**config.mk**
```make
export PLATFORM = sky130hd
export DESIGN_NAME = wb_burst_master
export DESIGN_NICKNAME = d
export VERILOG_FILES = /design/src/rtl/wb_master_pkg.sv /design/src/rtl/wb_master_wdog.sv /design/src/rtl/wb_burst_master.sv
export SDC_FILE = /design/constraint.sdc
export NUM_CORES = 1
export LEC_CHECK = 0
export BUFFER_PORTS_ARGS = -buffer_cell sky130_fd_sc_hd__buf_4
export CORE_ASPECT_RATIO = 1.2
export CORE_MARGIN = 2
export CORE_UTILIZATION = 56
export CTS_CLUSTER_DIAMETER = 40
export DETAILED_ROUTE_END_ITERATION = 16
export PLACE_DENSITY = 0.95
export SLEW_MARGIN = 20
export SYNTH_ARGS = -nofsm -noshare
export SYNTH_HDL_FRONTEND = slang
export SYNTH_SLANG_ARGS = --single-unit
```
**constraint.sdc**
```tcl
create_clock -name wb_clk_i -period 4.7 [get_ports wb_clk_i]
set_input_delay 0.47 -clock wb_clk_i [delete_from_list [all_inputs] [get_ports wb_clk_i]]
set_output_delay 0.47 -clock wb_clk_i [all_outputs]
set_load 0.01 [all_outputs]
```
**src/rtl/wb_master_pkg.sv**
```systemverilog
// Shared state encoding and Wishbone cycle-type codes for the burst initiator.
package wb_master_pkg;
    typedef enum logic [1:0] {IDLE, XFER, DONE} state_t;

    localparam logic [2:0] CTI_CLASSIC = 3'b000;
    localparam logic [2:0] CTI_INCR    = 3'b010;
    localparam logic [2:0] CTI_EOB     = 3'b111;

    // Cycle type presented while beat idx (0-based) of a len-beat command is on the bus.
    function automatic logic [2:0] cti_for(input int idx, input int len);
        if (len == 1)
            return CTI_CLASSIC;
        else if (idx == len - 1)
            return CTI_EOB;
        else
            return CTI_INCR;
    endfunction
endpackage

```
**src/rtl/wb_master_wdog.sv**
```systemverilog
// Stall watchdog: counts strobe cycles without acknowledge; TIMEOUT of 0 never expires.
module wb_master_wdog #(
    parameter int TIMEOUT = 256
) (
    input  logic clk,
    input  logic rst_n,
    input  logic clr,
    input  logic en,
    output logic expire
);
    localparam int CW    = (TIMEOUT > 1) ? $clog2(TIMEOUT) : 1;
    localparam int LIMIT = (TIMEOUT > 0) ? TIMEOUT - 1 : 0;

    logic [CW-1:0] cnt_reg;

    always_ff @(posedge clk or negedge rst_n) begin
        if (!rst_n)
            cnt_reg <= '0;
        else if (clr)
            cnt_reg <= '0;
        else if (en)
            cnt_reg <= cnt_reg + CW'(1);
    end

    // Fires during the TIMEOUT-th consecutive stalled strobe cycle.
    assign expire = (TIMEOUT != 0) && en && (cnt_reg == CW'(LIMIT));
endmodule

```
**src/rtl/wb_burst_master.sv**
```systemverilog
// Wishbone B3 initiator: one classic or incrementing-burst cycle per accepted command,
// with a one-entry write hold register and a stall watchdog.
module wb_burst_master
    import wb_master_pkg::*;
#(
    parameter int dw      = 16,
    parameter int APP_AW  = 26,
    parameter int MAX_BL  = 8,
    parameter int TIMEOUT = 256
) (
    input  logic                    wb_clk_i,
    input  logic                    wb_rst_i,
    input  logic                    req_valid,
    output logic                    req_ready,
    input  logic                    req_we,
    input  logic [APP_AW-1:0]       req_addr,
    input  logic [$clog2(MAX_BL):0] req_len,
    input  logic [dw/8-1:0]         req_sel,
    input  logic                    wdat_valid,
    output logic                    wdat_ready,
    input  logic [dw-1:0]           wdat,
    output logic                    rdat_valid,
    output logic [dw-1:0]           rdat,
    output logic                    done,
    output logic                    err,
    output logic                    wb_cyc_o,
    output logic                    wb_stb_o,
    output logic                    wb_we_o,
    output logic [APP_AW-1:0]       wb_addr_o,
    output logic [dw-1:0]           wb_dat_o,
    output logic [dw/8-1:0]         wb_sel_o,
    output logic [2:0]              wb_cti_o,
    input  logic                    wb_ack_i,
    input  logic [dw-1:0]           wb_dat_i
);
    localparam int LW = $clog2(MAX_BL) + 1;

    state_t            state_reg;
    logic [LW-1:0]     len_reg, beat_cnt_reg, fetch_cnt_reg;
    logic [APP_AW-1:0] addr_reg;
    logic [dw/8-1:0]   sel_reg;
    logic [dw-1:0]     hold_data_reg, rdat_reg;
    logic [2:0]        cti_reg;
    logic              we_reg, hold_full_reg, err_flag_reg;
    logic              req_ready_reg, cyc_reg, stb_reg;
    logic              rdat_valid_reg, done_reg, err_reg;

    logic accept, len_bad, beat_ack, last_beat, wdat_take, hold_full_next;
    logic wdog_expire;

    assign accept    = req_valid && req_ready_reg;
    assign len_bad   = (req_len == '0) || (req_len > LW'(MAX_BL));
    assign beat_ack  = stb_reg && wb_ack_i;
    assign last_beat = beat_ack && (beat_cnt_reg == len_reg - LW'(1));

    // The hold slot may refill in the same cycle its contents are acknowledged.
    assign wdat_ready = (state_reg == XFER) && we_reg && (fetch_cnt_reg != len_reg)
                        && (!hold_full_reg || beat_ack);
    assign wdat_take      = wdat_valid && wdat_ready;
    assign hold_full_next = (hold_full_reg && !beat_ack) || wdat_take;

    wb_master_wdog #(.TIMEOUT(TIMEOUT)) u_wdog (
        .clk    (wb_clk_i),
        .rst_n  (wb_rst_i),
        .clr    (beat_ack || (state_reg != XFER)),
        .en     (stb_reg && !wb_ack_i),
        .expire (wdog_expire)
    );

    always_ff @(posedge wb_clk_i or negedge wb_rst_i) begin
        if (!wb_rst_i) begin
            state_reg      <= IDLE;
            len_reg        <= '0;
            beat_cnt_reg   <= '0;
            fetch_cnt_reg  <= '0;
            addr_reg       <= '0;
            sel_reg        <= '0;
            hold_data_reg  <= '0;
            rdat_reg       <= '0;
            cti_reg        <= CTI_CLASSIC;
            we_reg         <= 1'b0;
            hold_full_reg  <= 1'b0;
            err_flag_reg   <= 1'b0;
            req_ready_reg  <= 1'b0;
            cyc_reg        <= 1'b0;
            stb_reg        <= 1'b0;
            rdat_valid_reg <= 1'b0;
            done_reg       <= 1'b0;
            err_reg        <= 1'b0;
        end else begin
            done_reg       <= 1'b0;
            err_reg        <= 1'b0;
            rdat_valid_reg <= beat_ack && !we_reg;
            if (beat_ack && !we_reg)
                rdat_reg <= wb_dat_i;

            case (state_reg)
                IDLE: begin
                    req_ready_reg <= !accept;
                    if (accept) begin
                        addr_reg      <= req_addr;
                        len_reg       <= req_len;
                        we_reg        <= req_we;
                        sel_reg       <= req_sel;
                        beat_cnt_reg  <= '0;
                        fetch_cnt_reg <= '0;
                        hold_full_reg <= 1'b0;
                        err_flag_reg  <= len_bad;
                        if (len_bad) begin
                            state_reg <= DONE;
                        end else begin
                            state_reg <= XFER;
                            cyc_reg   <= 1'b1;
                            stb_reg   <= !req_we;
                            cti_reg   <= cti_for(0, int'(req_len));
                        end
                    end
                end
                XFER: begin
                    if (wdat_take) begin
                        hold_data_reg <= wdat;
                        fetch_cnt_reg <= fetch_cnt_reg + LW'(1);
                    end
                    hold_full_reg <= hold_full_next;
                    if (beat_ack) begin
                        addr_reg     <= addr_reg + APP_AW'(dw / 8);
                        beat_cnt_reg <= beat_cnt_reg + LW'(1);
                    end
                    if (wdog_expire || last_beat) begin
                        state_reg    <= DONE;
                        cyc_reg      <= 1'b0;
                        stb_reg      <= 1'b0;
                        cti_reg      <= CTI_CLASSIC;
                        err_flag_reg <= wdog_expire;
                    end else begin
                        // Writes strobe only with data in hand; reads strobe continuously.
                        stb_reg <= we_reg ? hold_full_next : 1'b1;
                        if (beat_ack)
                            cti_reg <= cti_for(int'(beat_cnt_reg) + 1, int'(len_reg));
                    end
                end
                DONE: begin
                    done_reg  <= 1'b1;
                    err_reg   <= err_flag_reg;
                    state_reg <= IDLE;
                end
                default: state_reg <= IDLE;
            endcase
        end
    end

    assign req_ready  = req_ready_reg;
    assign rdat_valid = rdat_valid_reg;
    assign rdat       = rdat_reg;
    assign done       = done_reg;
    assign err        = err_reg;
    assign wb_cyc_o   = cyc_reg;
    assign wb_stb_o   = stb_reg;
    assign wb_we_o    = we_reg;
    assign wb_addr_o  = addr_reg;
    assign wb_dat_o   = hold_data_reg;
    assign wb_sel_o   = sel_reg;
    assign wb_cti_o   = cti_reg;
endmodule

```
==> impl_results.md <==
* Wire length per cell at 16.7 um
* Min-Delay Path Class: input port to async pin
* Worst reg2reg setup slack at 2140 ps
* Fill cell count at 562
* Number of enable flip-flop cells after synthesis at 0
* Post-synth top area cell: dfrtp_1
* Mean post-synth cell area at 10.1 um^2
* Chip width at 87.8 um
* Count of final setup violators at 0
* Total wire length at 12,000 um
* DRC violations left at 0
* Max-Cap Viols at 0
* CTS Buf Count at 9
* Status: finished clean
* Ys Warns at 0
* DRT iter0 DRCs at 246
* Clk_lat worst skew at 360 ps
* Via density at 5.85
* Total power after layout at 3.97 mW
* I/O pin count at 141
* Clock-pin slew on the worst setup and hold paths at 90 ps
* GRT met1 Usage at 32.1%
* Clock sinks at 93
* Core area at 8150 um^2
* Total vias in the final route at 4,200
* Number of flip-flops in the largest register at 26
* Final nets at 675
* Post_cts resized at 0
* Setup TNS at 0 ps
* Slew Limit Fails at 0
* Clock Path Buffers at 2
* Post-CTS setup buffers at 0
* Die area at 9170 um^2
* CP Launch Type: flop
* Maximum fanout along the worst path at 61
* Skew final at 6.12 ps
* Row count at 36
* Hpwl dp at 8600 um
* Pwr Density at 659 nW/um^2
* Largest net degree at the start of global routing at 62
* Synth Instances at 467
* Overall track demand over capacity in global routing at 26.8%
* TritonRoute pass-1 iters at 4
* IO Port Bufs at 140
* WP data required at 4980 ps
* CTS tree: built
* Crit share post-route at 54.4%
* CP Capture Type: flop
* Post-synthesis sequential area ratio at 49.4%
* Least-Margin Pin Slew at 628 ps
* Layout Area Growth over Synthesis at 27.8%
* Relative slew slack at 58.1%
* Async SR Flop Fraction at 100%
* Top cells by area, synth: dfrtp_1 (49%), mux2_2 (7.4%), a21oi_1 (5.3%), nand2_1 (4.1%), o21ai_0 (3.0%)
* Met2 Usage GRT at 43.8%
* Routability cong. at 0.911
* GRT busiest layer: met2
* Yosys top cell area share at 49.4%
* #FFs+latches synth at 93
* CTS root buf: clkbuf_8
* Met3 usage at 8.89%
* Synth unique cells at 60
* Final Hold Fails at 0
* Vias in the first global route at 4,235
* Post-layout min period at 2560 ps
* Ys flop type: dfrtp_1
* Fmax at 391 MHz
* CP arrival at 2830 ps
* Chip height at 105 um
* RSZ-0062 raised after global routing: false
* Initial antenna violation count at 0
* H-tree levels at 3
* Most frequent cells in the layout: buf_4 (145), dfrtp_1 (93), nand2_1 (51), a21oi_1 (49), mux2_2 (31)
* First-pass GRT wire length at 19,300 um
* Starting Density at 57.8%
* Syn Std Cell Area at 4710 um^2
* Commonest non-fill, non-tap cell in the layout: buf_4
* VDD IR-drop max at 0.398 mV
* Net count after synthesis at 543
* ANT cells at 0
* GR Overflow Total at 0
* Share of cells above drive strength 1 at 34.6%
* Pleak at 2.71 nW
* Crit Path Class: flop to flop
* ANT nets after route at 0
* # hold bufs at CTS at 0
Yosys cell counts (2+ instances only):
cell type   n
or3_1       4
mux2i_1     3
xor2_1      5
mux2_2     31
o2bb2ai_1   5
clkbuf_8    4
buf_2       8
nor2_1     27
nor2b_1     2
nand3b_1    3
nand4_1     7
a21oi_1    50
a31o_2      2
a22oi_1     2
nor3_1      8
o22ai_1     9
and2_1      7
nand2b_1    3
nor4_4      2
ha_1        6
a2bb2oi_1   2
and3_1      5
o21ai_0    28
and4_1      3
o31ai_1     3
clkbuf_1   11
a41o_1      2
a31oi_1     6
o22a_1      6
nor4_1      2
xnor2_1     9
dfrtp_1    93
nand3_1    23
inv_1      10
nand2_1    51
critical path, cell delays in order, from the launching register on:
cell and delay, ps:
dfrtp_1 460, nor2b_4 170, buf_4 470, nand4_1 460, buf_6 320, or3_1 380, a21oi_1 190
final cells by class:
cell class | instances | area, um^2 | share of cell area, %
Clock buffer | 11 | 151 | 2.51
Clock inverter | 5 | 58.8 | 0.977
Inverter | 10 | 37.5 | 0.623
Multi-Input combinational cell | 339 | 2200 | 36.6
Sequential cell | 93 | 2330 | 38.6
Tap cell | 114 | 143 | 2.37
Timing Repair Buffer | 146 | 1100 | 18.3
power breakdown:
part	internal [mW]	total, mW	switching (mW)
registers	1.14	1.47	0.331
logic	0.924	1.94	1.02
clock network	0.275	0.555	0.280
total	2.34	3.97	1.63
final timing paths:
path | end | start | cells past startpoint
max reg2reg | fetch_cnt_reg[3]$_DFFE_PN0P_ | state_reg[0]$_DFFE_PN0P_ | 6
min reg2reg | wb_sel_o[1]$_DFFE_PN0P_ | wb_sel_o[1]$_DFFE_PN0P_ | 2
min in group wb_clk_i | wb_sel_o[0]$_DFFE_PN0P_ | req_sel[0] | 3
max | fetch_cnt_reg[3]$_DFFE_PN0P_ | state_reg[0]$_DFFE_PN0P_ | 6
min | wb_addr_o[15]$_DFFE_PN0P_ | wb_rst_i | 1
max in group asynchronous | wb_addr_o[8]$_DFFE_PN0P_ | wb_rst_i | 2
kinds of logic (layout without fill, tap and decap cells):
logic type | Yosys count | count (layout) | share of synthesized area (%)
buf+inv | 35 | 172 | 4.09
xor+xnor | 14 | 14 | 2.60
mux | 35 | 35 | 8.28
fa+ha+maj | 6 | 6 | 1.59
flops | 93 | 93 | 49.4
simple gates | 157 | 157 | 17.6
compound gates | 127 | 127 | 16.4
per-layer routing:
metal	part of all wire, %	vias up
met1	38	2010
met2	50	218
met3	10	22
met4	2.3	0
li1	-	1950
met5	0	-
stage by stage:
step | instances | util (%) | instance area, um^2 | hold slack, ps | setup WS (ps)
4_1_cts | 717 | 73.7 | 6010 | 86.1 | 1600
2_1_floorplan | 467 | - | 4710 | 174 | 2970
3_5_place_dp | 701 | 71.1 | 5800 | 480 | 1670
3_3_place_gp | 701 | 71.1 | 5800 | 464 | 1870
5_1_grt | 718 | 73.9 | 6020 | 125 | 1970
6_report | 718 | 73.9 | 6020 | 88.4 | 2140
Power figures use the tool's default switching activity.
